===== config.mk =====
export PLATFORM = sky130hd
export DESIGN_NAME = fiao_issue_scheduler
export DESIGN_NICKNAME = d
export VERILOG_FILES = /design/src/rtl/fiao_sched_pkg.sv /design/src/rtl/age_oldest_picker.sv /design/src/rtl/fiao_issue_scheduler.sv
export SDC_FILE = /design/constraint.sdc
export NUM_CORES = 1
export LEC_CHECK = 0
export CAP_MARGIN = 20
export CORE_ASPECT_RATIO = 2
export CORE_MARGIN = 10
export CORE_UTILIZATION = 57
export DETAILED_ROUTE_END_ITERATION = 10
export PLACE_DENSITY = 0.81
export SLEW_MARGIN = 5
export SYNTH_ARGS = -nofsm -noshare
export SYNTH_HDL_FRONTEND = slang
export SYNTH_SLANG_ARGS = --single-unit

===== constraint.sdc =====
create_clock -name clk -period 5 [get_ports clk]
set_input_delay 1 -clock clk [delete_from_list [all_inputs] [get_ports clk]]
set_output_delay 1 -clock clk [all_outputs]
set_load 0.01 [all_outputs]

===== src/rtl/fiao_sched_pkg.sv =====
// Shared types for the FIAO issue scheduler: wrap-flagged pointer tag and
// the tag distance used to derive the occupancy count.
package fiao_sched_pkg;

    localparam int DEPTH = 8;
    localparam int PTR_W = $clog2(DEPTH);

    // Pointer tag: index into the pool plus a wrap flag as MSB.
    typedef struct packed {
        logic             flag;
        logic [PTR_W-1:0] idx;
    } tag_t;

    // Slots from head up to tail. Because the flag is the MSB, a plain
    // modular subtraction on PTR_W+1 bits yields 0..DEPTH.
    function automatic logic [PTR_W:0] tag_dist(input tag_t tail, input tag_t head);
        return tail - head;
    endfunction

endpackage


===== src/rtl/age_oldest_picker.sv =====
// Combinational oldest-first picker. Entries at or above head are older
// than entries below head, so the lowest set bit of the upper region wins;
// the lower region is only consulted when the upper region is empty.
module age_oldest_picker #(
    parameter int Depth = 8,
    localparam int PtrWidth = $clog2(Depth)
) (
    input  logic [Depth-1:0]    mask,
    input  logic [PtrWidth-1:0] head,
    output logic [Depth-1:0]    oldest
);

    logic [Depth-1:0] upper;
    logic [Depth-1:0] pick_from;
    logic             found;

    // Split the mask at head, then take the lowest set bit of the chosen half.
    always_comb begin
        upper     = '0;
        oldest    = '0;
        found     = 1'b0;
        for (int i = 0; i < Depth; i++) begin
            upper[i] = mask[i] && (PtrWidth'(i) >= head);
        end
        pick_from = (|upper) ? upper : mask;
        for (int i = 0; i < Depth; i++) begin
            if (pick_from[i] && !found) begin
                oldest[i] = 1'b1;
                found     = 1'b1;
            end
        end
    end

endmodule


===== src/rtl/fiao_issue_scheduler.sv =====
// First-in-any-out issue scheduler: in-order allocation at the tail,
// oldest-ready selection over IssueWidth lanes, and head retirement past
// entries that have already issued.
import fiao_sched_pkg::*;

module fiao_issue_scheduler #(
    parameter int Depth      = DEPTH,
    parameter int EnqWidth   = 2,
    parameter int IssueWidth = 2,
    parameter int NumWake    = 2,
    localparam int PtrWidth  = $clog2(Depth)
) (
    input  logic                         clk,
    input  logic                         rstn,
    input  logic [EnqWidth-1:0]          enq_vld_i,
    input  logic [EnqWidth-1:0]          enq_rdy_i_bit,
    output logic [EnqWidth-1:0]          enq_rdy_o,
    output logic [EnqWidth*PtrWidth-1:0] enq_ptr_o,
    input  logic [NumWake-1:0]           wake_vld_i,
    input  logic [NumWake*PtrWidth-1:0]  wake_idx_i,
    output logic [IssueWidth-1:0]        issue_vld_o,
    output logic [IssueWidth*PtrWidth-1:0] issue_idx_o,
    input  logic [IssueWidth-1:0]        issue_rdy_i,
    input  logic                         flush_i,
    output logic [PtrWidth:0]            count_o,
    output logic                         full_o,
    output logic                         empty_o
);

    tag_t             head_q, tail_q, head_d, tail_d;
    logic [Depth-1:0] valid_q, ready_q, valid_d, ready_d;
    logic [PtrWidth:0] count, free_slots, vld_below, fire_cnt, adv;
    logic [EnqWidth-1:0] fired;
    logic [Depth-1:0] cand, issue_clr;
    logic [PtrWidth-1:0] ret_idx;
    logic             ret_stop;

    function automatic logic [PtrWidth-1:0] oh_to_idx(input logic [Depth-1:0] oh);
        oh_to_idx = '0;
        for (int i = 0; i < Depth; i++) begin
            if (oh[i]) oh_to_idx = oh_to_idx | PtrWidth'(i);
        end
    endfunction

    assign count      = tag_dist(tail_q, head_q);
    assign count_o    = count;
    assign full_o     = (head_q.idx == tail_q.idx) && (head_q.flag != tail_q.flag);
    assign empty_o    = (head_q == tail_q);
    assign free_slots = (PtrWidth+1)'(Depth) - count;
    assign cand       = valid_q & ready_q;

    // Enqueue lanes: firing lanes are compacted onto consecutive slots; an
    // idle lane shows its uncompacted slot (tail + lane number).
    always_comb begin
        enq_rdy_o = '0;
        enq_ptr_o = '0;
        fired     = '0;
        vld_below = '0;
        fire_cnt  = '0;
        for (int i = 0; i < EnqWidth; i++) begin
            enq_rdy_o[i] = (free_slots > (PtrWidth+1)'(i)) && !flush_i;
            fired[i]     = enq_vld_i[i] && enq_rdy_o[i];
            if (enq_vld_i[i]) begin
                enq_ptr_o[i*PtrWidth +: PtrWidth] = tail_q.idx + PtrWidth'(vld_below);
                vld_below = vld_below + 1'b1;
            end else begin
                enq_ptr_o[i*PtrWidth +: PtrWidth] = tail_q.idx + PtrWidth'(i);
            end
            if (fired[i]) fire_cnt = fire_cnt + 1'b1;
        end
    end

    // Issue lanes: each picker sees the candidates left by earlier lanes and
    // accumulates the entries whose handshake completed this cycle.
    for (genvar k = 0; k < IssueWidth; k++) begin : g_pick
        logic [Depth-1:0] mask_in, oh, clr_acc;
        logic             acc;

        age_oldest_picker #(.Depth(Depth)) u_picker (
            .mask   (mask_in),
            .head   (head_q.idx),
            .oldest (oh)
        );

        assign issue_vld_o[k] = (|oh) && !flush_i;
        assign issue_idx_o[k*PtrWidth +: PtrWidth] = oh_to_idx(oh);
        assign acc = issue_vld_o[k] && issue_rdy_i[k];

        if (k == 0) begin : g_first
            assign mask_in = cand;
            assign clr_acc = acc ? oh : '0;
        end else begin : g_rest
            assign mask_in = g_pick[k-1].mask_in & ~g_pick[k-1].oh;
            assign clr_acc = g_pick[k-1].clr_acc | (acc ? oh : '0);
        end
    end

    assign issue_clr = g_pick[IssueWidth-1].clr_acc;

    // Retire: skip up to IssueWidth leading holes, never passing the tail.
    always_comb begin
        adv      = '0;
        ret_stop = 1'b0;
        ret_idx  = '0;
        for (int j = 0; j < IssueWidth; j++) begin
            ret_idx = head_q.idx + PtrWidth'(j);
            if (!ret_stop && ((PtrWidth+1)'(j) < count) && !valid_q[ret_idx]) begin
                adv = adv + 1'b1;
            end else begin
                ret_stop = 1'b1;
            end
        end
    end

    // Next state: wake, then issue clear, then enqueue (enqueue value wins).
    always_comb begin
        valid_d = valid_q;
        ready_d = ready_q;
        for (int w = 0; w < NumWake; w++) begin
            if (wake_vld_i[w] && valid_q[wake_idx_i[w*PtrWidth +: PtrWidth]]) begin
                ready_d[wake_idx_i[w*PtrWidth +: PtrWidth]] = 1'b1;
            end
        end
        valid_d = valid_d & ~issue_clr;
        ready_d = ready_d & ~issue_clr;
        for (int i = 0; i < EnqWidth; i++) begin
            if (fired[i]) begin
                valid_d[enq_ptr_o[i*PtrWidth +: PtrWidth]] = 1'b1;
                ready_d[enq_ptr_o[i*PtrWidth +: PtrWidth]] = enq_rdy_i_bit[i];
            end
        end
        head_d = tag_t'(head_q + adv);
        tail_d = tag_t'(tail_q + fire_cnt);
        if (flush_i) begin
            valid_d = '0;
            ready_d = '0;
            head_d  = '0;
            tail_d  = '0;
        end
    end

    // State register with asynchronous clear.
    always_ff @(posedge clk or negedge rstn) begin
        if (!rstn) begin
            head_q  <= '0;
            tail_q  <= '0;
            valid_q <= '0;
            ready_q <= '0;
        end else begin
            head_q  <= head_d;
            tail_q  <= tail_d;
            valid_q <= valid_d;
            ready_q <= ready_d;
        end
    end

endmodule


==> summary.txt <==
Clock network
  – Worst-path clk slew: 0.09 ns
  – Root buffer cell: clkbuf_8
  – Clk sinks: 24
  – Clock Tree Buf Depth: 2
  – Number of buffers created by CTS: 3
  – CTS tree: built
  – Later-pin clock latency in the skew report: 0.27 ns
  – H-tree depth: 1

Pwr
  – Pint: 0.000772 W
  – Net Sw Power: 0.000682 W
  – P per Cell Area: 400 nW/um2
  – Flop pwr share: 20.8%
  – Clk pwr share: 9.4%
  – Gate power share: 69.8%
  – Switching share of power: 46.9%
  – Total Power Consumption: 0.00145 W
  – Lkg Pwr: 1.48 nW
  – Max rail drop VDD: 0.524 mV

Logic synthesis
  – Number of synthesized flops with an enable pin: 0
  – Synth Flop Type: dfrtp_1
  – Synthesized instance count: 380
  – #FFs+latches synth: 24
  – Synthesis Warnings: 0
  – Post-synth top cells: 40 x nand2_1, 35 x nor2_1, 24 x dfrtp_1, 23 x a21oi_1, 19 x inv_1
  – Top cells by area, synth: dfrtp_1 20%, ha_1 5.8%, nand2_1 5.0%, mux4_2 4.5%, nor2_1 4.4%
  – Synthesized area per cell: 7.89 um2
  – Most frequent cell after synthesis: nand2_1
  – Fraction of registers with async set/reset: 100%
  – Syn nets: 414
  – Seq/Total Area, Yosys: 20.0%
  – Share of the synthesized area in the top cell type: 20.0%
  – Yosys top cell by area: dfrtp_1
  – Netlist cell types: 76
  – Cell Area, Synth: 3000 um2

Timing
  – Minimum clock period after layout: 4.92 ns
  – Hold Vio Cnt, Final: 0
  – Clock skew: 0.00649 ns
  – Max Transition Viols Final: 0
  – Max transition margin: 45.1%
  – Fmax: 203 MHz
  – Tightest Pin Transition: 0.822 ns
  – Worst setup margin: 0.0840 ns
  – Final setup viols: 0
  – RSZ-0062 raised after global routing: no
  – Fin crit share: 98.3%
  – Setup TNS: 0 ns

Global routing
  – Total gr overflow: 0
  – Pin count of the biggest net entering global routing: 25
  – Initial antenna violation count: 0
  – Vias in the first global route: 3,526
  – GRT Overall Usage: 26.4%
  – Global-route wire length before repair: 18.3 mm

Critical path
  – Reg2Reg Depth: 11
  – CP Capture Type: output port
  – Crit Reg-Reg Endpoint: tail_q[2]
  – CP Max Fanout: 8
  – Setup CP Type: flip-flop to output port
  – Worst r2r src: tail_q[1]
  – Required @ worst endpoint: 4.00 ns
  – Flop-to-flop setup slack: 1.17 ns
  – Crit start category: flip-flop
  – Arr. time, crit path: 3.92 ns

Die
  – Core Region: 5140 um2
  – Die Height: 123 um
  – IO Pins: 39
  – Chip Width: 71.3 um
  – Die ar.: 8730 um2
  – Initial Utilization: 58.3%
  – Site row count: 37

Outcome
  – Status: complete, no violations

Drt
  – # DRC: 0
  – Avg WL per Cell: 24.6 um
  – Initial DRC Count: 355
  – Final ANT Viol Nets: 0
  – Via Count: 3,478
  – First-pass DRT Iterations: 6
  – Vias/cell: 7.23
  – Wirelength, routed: 11.8 mm

Min path
  – Hold Path Class: flip-flop to flip-flop
  – WHS Endpoint: head_q[3]
  – Hold Startpoint: head_q[3]
  – Hold Crit Depth: 2

Place
  – I/O Buffers: 38
  – Final HPWL DP: 9.59 mm
  – GPL Wtd Cong: 1.00
  – Dpl ws: 0.167 ns

Run
  – Max cap viols: 0

Layout
  – Final nets: 458
  – Layout area overhead: 21.2%
  – # diodes: 0
  – Share of cells above drive strength 1: 14.7%
==> repair_timing <==
action	in CTS	in global routing
gates resized for setup	6	11
setup endpoints to repair	5	5
hold buffers	0	0
endpoints found under the hold margin	0	0
cloned	0	0
pin swaps	0	3
setup buffers	0	2
==> how the worst max path moves through the flow <==
stage / startpoint / end / slack, ns
floorplan: head_q[1] / issue_idx_o[3] / 0.90
global placement: head_q[2] / issue_idx_o[0] / 0.22
detailed placement: head_q[1] / issue_idx_o[3] / 0.17
CTS: head_q[1] / issue_idx_o[3] / -0.01
global route: head_q[1] / issue_vld_o[1] / 0.002
finish: valid_q[3] / issue_idx_o[0] / 0.08
==> state kept, by name (all words and copies together), names as in the netlist <==
register,cells
ready_q,8
valid_q,8
tail_q,4
head_q,4
==> final cells by class <==
class                   count  area [um2]
flip-flops and latches     24         603
inverters                  19        71.3
well taps                  58        72.6
multi-input cells         317        2280
fillers                   389        1510
repair buffers             59         551
clock buffers               4        55.1
==> logic make-up (layout without fill, tap and decap cells) <==
family / after synthesis / after routing / synth area share (%)
xor+xnor: 9 / 9 / 2.63
buf+inv: 39 / 82 / 6.05
simple gates: 161 / 161 / 27.9
fa+ha+maj: 17 / 17 / 7.85
mux: 10 / 10 / 5.97
flops: 24 / 24 / 20.0
compound gates: 120 / 120 / 29.6
==> critical path, cell delays in order (launching register included) <==
cell	delay [ns]
dfrtp_1	0.48
and3b_1	0.29
a2111oi_4	0.37
nand3_2	0.22
o21ai_0	0.46
nor2b_1	0.31
nor3b_1	0.12
nand2_1	0.14
o21ai_0	0.21
or3b_2	0.53
clkdlybuf4s50_1	0.51
==> power by group through the flow <==
stage                     Sequential (W)  Combinational, W  Clock, W
after global placement          0.000298          0.000946         0
after global routing            0.000308           0.00111  0.000141
after floorplan                 0.000283          0.000634         0
final                           0.000303           0.00102  0.000136
after CTS                       0.000297           0.00100  0.000133
after detailed placement        0.000301          0.000992         0
==> per-stage QoR <==
| step | area, um2 | hold slack (ns) | utilization (%) | instances |
|---|---|---|---|---|
| floorplan | 3000 | 0.474 | - | 380 |
| global placement | 3470 | 0.546 | 67.6 | 474 |
| detailed placement | 3470 | 0.571 | 67.6 | 474 |
| CTS | 3570 | 0.589 | 69.4 | 478 |
| global route | 3630 | 0.609 | 70.7 | 481 |
| finish | 3630 | 0.588 | 70.7 | 481 |
==> routing by layer <==
| layer | track usage, % | routed length (um) | vias to the layer above |
|---|---|---|---|
| met5 | 0 | 0 | - |
| met4 | 24.2 | 1220 | 0 |
| met3 | 3.23 | 599 | 82 |
| met2 | 49.3 | 6280 | 218 |
| met1 | 23.4 | 3720 | 1651 |
| li1 | - | - | 1527 |
==> placed cells by master (no fill, tap or decap), types with 3 or more instances in the layout <==
cell type / n
nand2_1: 40
clkdlybuf4s50_1: 36
nor2_1: 34
a21oi_1: 23
dfrtp_1: 22
buf_4: 20
inv_1: 19
a31oi_1: 18
nand3_1: 17
o21ai_0: 14
ha_1: 14
nor3_1: 12
nor2b_1: 8
xnor2_1: 7
nand4_1: 7
mux4_2: 6
and2_1: 6
and3_1: 5
nor3b_1: 5
o31ai_1: 5
o211ai_1: 5
nand2b_1: 4
a311oi_1: 4
clkbuf_8: 4
a211oi_1: 3
o2111ai_1: 3
o31a_1: 3
mux2_2: 3
fa_1: 3
Note: power is estimated with default switching activity, not from simulation.
